<file path="config.mk">
export PLATFORM = sky130hd
export DESIGN_NAME = seg_scan_driver
export DESIGN_NICKNAME = d
export VERILOG_FILES = /design/src/rtl/seg_scan_driver.sv
export SDC_FILE = /design/constraint.sdc
export NUM_CORES = 1
export LEC_CHECK = 0
export CORE_UTILIZATION = 50
export DETAILED_ROUTE_END_ITERATION = 10
export PLACE_DENSITY = 0.85
export SLEW_MARGIN = 0
export SYNTH_ARGS = -nofsm -noshare
export SYNTH_HDL_FRONTEND = slang
export SYNTH_SLANG_ARGS = --single-unit
</file>
<file path="constraint.sdc">
create_clock -name clk50MHz -period 4.7 [get_ports clk50MHz]
set_input_delay 0.47 -clock clk50MHz [delete_from_list [all_inputs] [get_ports clk50MHz]]
set_output_delay 0.47 -clock clk50MHz [all_outputs]
set_load 0.005 [all_outputs]
</file>
<file path="src/rtl/seg_scan_driver.sv">
// Time-multiplexed hex 7-segment driver: prescaled digit scan, guard blanking,
// tear-free shadow loading, leading-zero suppression. Optional macro: BRIGHTNESS_EN.
module seg_scan_driver #(
  parameter int NUM_DIGITS   = 4,
  parameter int REFRESH_DIV  = 12500,
  parameter int GUARD_CYCLES = 250,
  parameter int CNT_W        = 14
) (
  input  logic                          clk50MHz,
  input  logic                          rst,
  input  logic [4*NUM_DIGITS-1:0]       digits_in,
  input  logic [NUM_DIGITS-1:0]         dp_in,
  input  logic [NUM_DIGITS-1:0]         blank_in,
  input  logic                          lz_en,
  input  logic                          load,
`ifdef BRIGHTNESS_EN
  input  logic [2:0]                    bright,
`endif
  output logic [7:0]                    seg_out,
  output logic [NUM_DIGITS-1:0]         an_out,
  output logic [$clog2(NUM_DIGITS)-1:0] scan_idx,
  output logic                          frame_done,
  output logic                          load_ack
);

  localparam int IDX_W = $clog2(NUM_DIGITS);
  localparam logic [CNT_W-1:0] CNT_LAST  = CNT_W'(REFRESH_DIV - 1);
  localparam logic [CNT_W-1:0] GUARD_END = CNT_W'(GUARD_CYCLES);
  localparam logic [IDX_W-1:0] IDX_LAST  = IDX_W'(NUM_DIGITS - 1);

  // Active-high {g,f,e,d,c,b,a} hex glyphs; inverted at the pin stage.
  function automatic logic [6:0] hex_glyph(input logic [3:0] v);
    case (v)
      4'h0: hex_glyph = 7'h3F;
      4'h1: hex_glyph = 7'h06;
      4'h2: hex_glyph = 7'h5B;
      4'h3: hex_glyph = 7'h4F;
      4'h4: hex_glyph = 7'h66;
      4'h5: hex_glyph = 7'h6D;
      4'h6: hex_glyph = 7'h7D;
      4'h7: hex_glyph = 7'h07;
      4'h8: hex_glyph = 7'h7F;
      4'h9: hex_glyph = 7'h6F;
      4'hA: hex_glyph = 7'h77;
      4'hB: hex_glyph = 7'h7C;
      4'hC: hex_glyph = 7'h39;
      4'hD: hex_glyph = 7'h5E;
      4'hE: hex_glyph = 7'h79;
      default: hex_glyph = 7'h71;
    endcase
  endfunction

  logic [CNT_W-1:0]        cnt_p0;
  logic [IDX_W-1:0]        idx_p0;
  logic                    tick, wrap;
  logic [4*NUM_DIGITS-1:0] stage_dig, shadow_dig;
  logic [NUM_DIGITS-1:0]   stage_dp, stage_blank, shadow_dp, shadow_blank;
  logic                    pending;
  logic                    frame_done_p1, load_ack_p1;
  logic [7:0]              seg_p1, seg_nxt;
  logic [NUM_DIGITS-1:0]   an_p1, an_nxt, suppress;
  logic                    zero_run, active;
  logic [3:0]              cur_nib;

  assign tick = (cnt_p0 == CNT_LAST);
  assign wrap = tick && (idx_p0 == IDX_LAST);

  // ---- stage p0: prescaler and digit scan ----
  always_ff @(posedge clk50MHz or negedge rst) begin
    if (!rst) begin
      cnt_p0 <= '0;
      idx_p0 <= '0;
    end else begin
      cnt_p0 <= tick ? '0 : cnt_p0 + 1'b1;
      if (tick) idx_p0 <= wrap ? '0 : idx_p0 + 1'b1;
    end
  end

  // Staging holds the most recent request; only the frame wrap moves it to the shadow.
  always_ff @(posedge clk50MHz) begin
    if (load) begin
      stage_dig   <= digits_in;
      stage_dp    <= dp_in;
      stage_blank <= blank_in;
    end
  end

  always_ff @(posedge clk50MHz or negedge rst) begin
    if (!rst) begin
      shadow_dig    <= '0;
      shadow_dp     <= '0;
      shadow_blank  <= '0;
      pending       <= 1'b0;
      frame_done_p1 <= 1'b0;
      load_ack_p1   <= 1'b0;
    end else begin
      if (wrap && pending) begin
        shadow_dig   <= stage_dig;
        shadow_dp    <= stage_dp;
        shadow_blank <= stage_blank;
      end
      if (load)      pending <= 1'b1;
      else if (wrap) pending <= 1'b0;
      frame_done_p1 <= wrap;
      load_ack_p1   <= wrap && pending;
    end
  end

`ifdef BRIGHTNESS_EN
  localparam int WIN = REFRESH_DIV - GUARD_CYCLES;
  logic [2:0]       bright_q;
  logic [CNT_W+3:0] on_prod, on_len, win_pos;

  always_ff @(posedge clk50MHz or negedge rst) begin
    if (!rst)      bright_q <= 3'd7;
    else if (wrap) bright_q <= bright;
  end

  assign on_prod = (CNT_W+4)'(WIN) * ((CNT_W+4)'(bright_q) + 1'b1);
  assign on_len  = on_prod >> 3;
  assign win_pos = (CNT_W+4)'(cnt_p0) - (CNT_W+4)'(GUARD_CYCLES);
  assign active  = (cnt_p0 >= GUARD_END) && (win_pos < on_len);
`else
  assign active  = (cnt_p0 >= GUARD_END);
`endif

  always_comb begin
    suppress = '0;
    zero_run = 1'b1;
    for (int k = NUM_DIGITS - 1; k >= 0; k--) begin
      zero_run    = zero_run && (shadow_dig[4*k +: 4] == 4'h0);
      suppress[k] = lz_en && zero_run && (k != 0);
    end
    cur_nib = shadow_dig[4*int'(idx_p0) +: 4];
    seg_nxt = 8'hFF;
    an_nxt  = '1;
    if (active) begin
      an_nxt[idx_p0] = 1'b0;
      if (!shadow_blank[idx_p0]) begin
        seg_nxt[7] = ~shadow_dp[idx_p0];
        if (!suppress[idx_p0]) seg_nxt[6:0] = ~hex_glyph(cur_nib);
      end
    end
  end

  // ---- stage p1: registered pins ----
  always_ff @(posedge clk50MHz or negedge rst) begin
    if (!rst) begin
      seg_p1 <= 8'hFF;
      an_p1  <= '1;
    end else begin
      seg_p1 <= seg_nxt;
      an_p1  <= an_nxt;
    end
  end

  assign seg_out    = seg_p1;
  assign an_out     = an_p1;
  assign scan_idx   = idx_p0;
  assign frame_done = frame_done_p1;
  assign load_ack   = load_ack_p1;

endmodule
</file>
==> metrics.cfg, run 1 <==
[critical_path]
worstPathArrival_ns=3.37
cp-end-kind=register
reg2reg_slack_ns=1.56
r2r-end=shadow_dig[10]
r2r_start=cnt_p0[1]
setup.worst_path.class=reg2reg
cp.required_ns=4.94
startpoint_type=register
r2r_cells=6
cp_max_fo=21

[layout]
layoutNonFillerInstCount=368
n_antenna_cell=0
area_growth_pct=18.0
mostFrequentLayoutCells=43 x dfrtp_1, 42 x clkdlybuf4s50_1, 24 x edfxtp_1
layout-drive-gt1-share_pct=22.6
fin_area_sq_um=4120
layout_commonest_cell=dfrtp_1
nets=323

[clock_tree]
tritoncts=yes
ctsHoldBuffers=0
cts_setup_buffers=0
cts_buffers=9
htree_levels=3
clock_sinks=79
cts-resized-gates=0
clk_pin_slew_worst_paths_ns=0.09
cts_buffer_depth=2
root_buffer=clkbuf_8
insertion_delay_ns=0.35

[detailed_routing]
wl_per_cell_um=14.6
drt_wl_total_um=5390
vias=1938
via_per_inst=5.27
drtIter0Drc=92
firstDrtPassIters=6
ant_nets=0
drc=0

[sta]
layout_setup_ws_ns=1.56
tns_ns=0
rsz0062_at_grt=no
post-route-min-period_ns=3.14
setup_viol=0
slew_viol_final=0
fin_crit_sh_pct=66.7
fin_worst_skew_ns=0.00889
fmax_ghz=0.319
slew_headroom_pct=22.4
worst_slew_pin_slew_ns=1.16
hold_viol=0

[place]
place_hpwl_um=3780
gp_congestion=0.841
dp.cells=352
place_area_sq_um=3940
pre_cts_ws_ns=1.62
numPortBuffers=43

[die]
coreArea_sq_um=6760
num_rows=30
start_util_pct=51.7
die_y_um=85.6
die_area_sq_um=7320
die_x_um=85.6
pin_count=44

[power]
netSwitchingPower_w=0.000277
clockPowerShare_pct=37.1
p_leak_nw=1.70
ir_drop_uv=218
switching_share_pct=22.7
power.internal_w=0.000944
cellPowerDensity_nw_per_um2=296
seqPwrFrac_pct=60.0
power_frac_comb_pct=2.9

[logic_synthesis]
ys_seq_area_share_pct=60.5
synth.avg_cell_area_sq_um=14.7
yosysWarnings=0
syn_inst=237
synth.ff_latch_count=79
synth_area_sq_um=3490
yosysUniqueCellTypes=41
syn-num-nets=277

[min_path]
hp-class=in2async

[run]
max_cap_violations=0

[run_status]
status=finished clean

[global_route]
overflow=0
antenna_found_initial=0
grt_pass1_vias=1930
grt_max_degree=56
grt_first_pass_wirelength_um=9300
grt.total_usage_pct=17.0

metrics by stage:
step	hold slack, ns	utilization [%]	power, W
floorplan	0.174	-	0.000745
global placement	0.461	58.3	0.000781
detailed placement	0.465	58.3	0.000783
CTS	0.252	61.0	0.00124
global route	0.281	61.0	0.00127
finish	0.226	61.0	0.00122
worst max-delay path, stage by stage (launching register included):
cell and delay (ns):
dfrtp_1 0.43, ha_1 0.27, nor4bb_1 0.35, and4b_4 0.39, and3_1 0.96, buf_4 0.31
mux2_4 0.31
area by class of cell:
class                      instances  area [sq um]
timing repair buffer              45           440
fill                             527          2640
clock inverter                     7          56.3
inverter                          13          48.8
multi-input combinational        135          1240
sequential                        79          2110
tap                               80           100
clock buffer                       9           124
Yosys cell counts (all sizes together):
| master | count | area, sq um |
|---|---|---|
| o311ai | 1 | 8.76 |
| nand2 | 16 | 60.1 |
| a31oi | 1 | 6.26 |
| inv | 13 | 48.8 |
| nor3 | 4 | 20.0 |
| or2 | 1 | 6.26 |
| and3 | 1 | 6.26 |
| nor4 | 6 | 43.8 |
| nor2 | 14 | 52.6 |
| ha | 12 | 150 |
| dfstp | 12 | 315 |
| nand4 | 5 | 31.3 |
| and3b | 2 | 18.8 |
| dfrtp | 43 | 1080 |
| a22oi | 2 | 20.0 |
| mux2i | 1 | 10.0 |
| o21ai | 5 | 25.0 |
| xor2 | 3 | 26.3 |
| edfxtp | 24 | 721 |
| xnor2 | 9 | 78.8 |
| o2111ai | 1 | 8.76 |
| clkbuf | 2 | 7.51 |
| buf | 8 | 85.1 |
| nand3 | 9 | 45.0 |
| a21o | 2 | 15.0 |
| and2 | 2 | 13.8 |
| nor4bb | 1 | 10.0 |
| nand3b | 2 | 15.0 |
| a32oi | 1 | 8.76 |
| and4b | 1 | 13.8 |
| mux2 | 26 | 368 |
| mux4 | 7 | 176 |
layer usage:
| layer | vias up | wire, um | GRT usage, % |
|---|---|---|---|
| li1 | 944 | - | - |
| met1 | 942 | 2460 | 22.4 |
| met2 | 43 | 2640 | 26.9 |
| met3 | 9 | 182 | 3.18 |
| met4 | 0 | 111 | 9.09 |
| met5 | - | 0 | 0 |
power by group through the flow:
stage / Sequential (W) / Combinational, W / Clock (W)
floorplan: 0.000744 / 0.000000781 / 0
detailed placement: 0.000747 / 0.0000363 / 0
finish: 0.000733 / 0.0000351 / 0.000453
CTS: 0.000733 / 0.0000363 / 0.000467
global placement: 0.000746 / 0.0000350 / 0
global route: 0.000734 / 0.0000394 / 0.000492
worst max path at each step:
stage	startpoint	to	slack (ns)
after floorplan	scan_idx[0]	seg_out[3]	2.53
after global placement	cnt_p0[1]	shadow_dig[12]	1.77
after detailed placement	cnt_p0[1]	shadow_dig[8]	1.62
after CTS	cnt_p0[1]	shadow_dig[10]	1.56
after global routing	cnt_p0[1]	shadow_dig[10]	1.36
final	cnt_p0[1]	shadow_dig[10]	1.56
kinds of logic after synthesis:
family	count (synthesis)	synth area share, %
flops	79	60.5
compound gates	13	2.65
buf+inv	23	4.05
mux	34	15.9
fa+ha+maj	12	4.30
simple gates	64	9.64
xor+xnor	12	3.01
state kept, by name (all words and copies together) (netlist names):
signal and flops:
shadow_blank 4, stage_dp 4, frame_done 1, stage_blank 4, scan_idx 2, shadow_dig 16
shadow_dp 4, seg_out 8, stage_dig 16, load_ack 1, an_out 4, cnt_p0 14
pending 1
No activity file was read; power rests on OpenSTA's default activity.
==> run 2: changes to the inputs <==
==> constraint.sdc (replaced) <==
create_clock -name clk50MHz -period 3 [get_ports clk50MHz]
set_input_delay 0.3 -clock clk50MHz [delete_from_list [all_inputs] [get_ports clk50MHz]]
set_output_delay 0.3 -clock clk50MHz [all_outputs]
set_load 0.005 [all_outputs]
==> metrics.cfg, run 2 (same netlist as run 1, synthesis figures left out) <==
[run_status]
status=finished clean

[global_route]
grt_first_pass_wirelength_um=9130
antenna_found_initial=0
grt_pass1_vias=1911
overflow=0
grt_max_degree=52
grt.total_usage_pct=17.0

[clock_tree]
cts_setup_buffers=0
clk_pin_slew_worst_paths_ns=0.09
cts_buffer_depth=2
insertion_delay_ns=0.35
root_buffer=clkbuf_8
ctsHoldBuffers=0
cts-resized-gates=0
cts_buffers=9
clock_sinks=79
tritoncts=yes
htree_levels=3

[sta]
worst_slew_pin_slew_ns=1.09
slew_viol_final=0
rsz0062_at_grt=no
slew_headroom_pct=27.6
fin_worst_skew_ns=0.00827
setup_viol=0
hold_viol=0
fin_crit_sh_pct=80.6
fmax_ghz=0.414
post-route-min-period_ns=2.42
tns_ns=0

[place]
gp_congestion=0.775
numPortBuffers=43
place_hpwl_um=3770
place_area_sq_um=3950

[layout]
layout_commonest_cell=dfrtp_1
n_antenna_cell=0
top_regs=shadow_dig (16), stage_dig (16), cnt_p0 (14)
nets=324
area_growth_pct=18.2
fillers=521
fin_area_sq_um=4130
mostFrequentLayoutCells=43 x dfrtp_1, 42 x clkdlybuf4s50_1, 24 x edfxtp_1
layout-drive-gt1-share_pct=22.8

[detailed_routing]
met1_length_um=2460
vias=1950
wl_met2_um=2590
via_per_inst=5.28
drt_wl_total_um=5370
drc=0
wl_met3_um=191
ant_nets=0
drtIter0Drc=84
wl_per_cell_um=14.6
highest_layer=met4
firstDrtPassIters=4

[critical_path]
setup.worst_path.class=reg2reg
cp_max_fo=25
startpoint_type=register
cp.required_ns=3.24
cp-end-kind=register
worstPathArrival_ns=2.66

[die]
die_y_um=85.6
num_rows=30
pin_count=44
die_area_sq_um=7320
start_util_pct=51.7
die_x_um=85.6
coreArea_sq_um=6760

[power]
p_leak_nw=1.70
finalPower_w=0.00192
ir_drop_uv=350
cellPowerDensity_nw_per_um2=465

[run]
max_cap_violations=0

[min_path]
hp-class=in2async

-- run 2: cell count changes in the layout (fill, tap and decap cells not counted) --
cell / change
buf_4: +1
-- run 2: area by class of cell --
| cell class | instances | area (sq um) | area share (%) |
|---|---|---|---|
| clock buffer | 9 | 124 | 3.00 |
| clock inverter | 7 | 56.3 | 1.36 |
| inverter | 13 | 48.8 | 1.18 |
| multi-input combinational | 135 | 1240 | 30.0 |
| sequential | 79 | 2110 | 51.2 |
| tap | 80 | 100 | 2.42 |
| timing repair buffer | 46 | 448 | 10.9 |
-- run 2: final timing paths --
path                         startpoint             to  slack, ns  cells past startpoint
min reg2reg                stage_dig[5]  shadow_dig[5]       0.47                      1
min                                 rst      cnt_p0[2]       0.14                      1
max in group asynchronous           rst     seg_out[2]       2.11                      2
min in group clk50MHz      stage_dig[5]  shadow_dig[5]       0.47                      1
max reg2reg                   cnt_p0[1]   shadow_dp[3]       0.58                      6
max                           cnt_p0[1]   shadow_dp[3]       0.58                      6
-- run 2: critical path, cell delays in order, from the launching register on --
cell and delay, ns:
dfrtp_1 0.41, ha_1 0.24, nor4bb_1 0.31, and4b_4 0.39, and3_1 0.18, buf_4 0.37
mux2_2 0.39
-- run 2: power by group --
part           switching [W]  total [W]  internal [W]
clock network       0.000410   0.000717      0.000307
logic              0.0000236  0.0000551     0.0000315
registers         0.00000794    0.00115       0.00114
total               0.000442    0.00192       0.00148
-- run 2: through the flow --
| stage | std cells | hold WS, ns | setup slack [ns] | utilization [%] |
|---|---|---|---|---|
| 3_5_place_dp | 353 | 0.465 | 0.610 | 58.4 |
| 6_report | 369 | 0.136 | 0.583 | 61.1 |
| 4_1_cts | 369 | 0.178 | 0.594 | 61.1 |
| 5_1_grt | 369 | 0.244 | 0.387 | 61.1 |
| 2_1_floorplan | 237 | 0.00441 | 0.828 | - |
| 3_3_place_gp | 353 | 0.461 | 0.710 | 58.4 |
-- run 2: layer usage --
layer	global-route usage, %	vias up
li1	-	943
met1	22.4	948
met2	25.2	48
met3	5.87	11
met4	8.48	0
met5	0	-
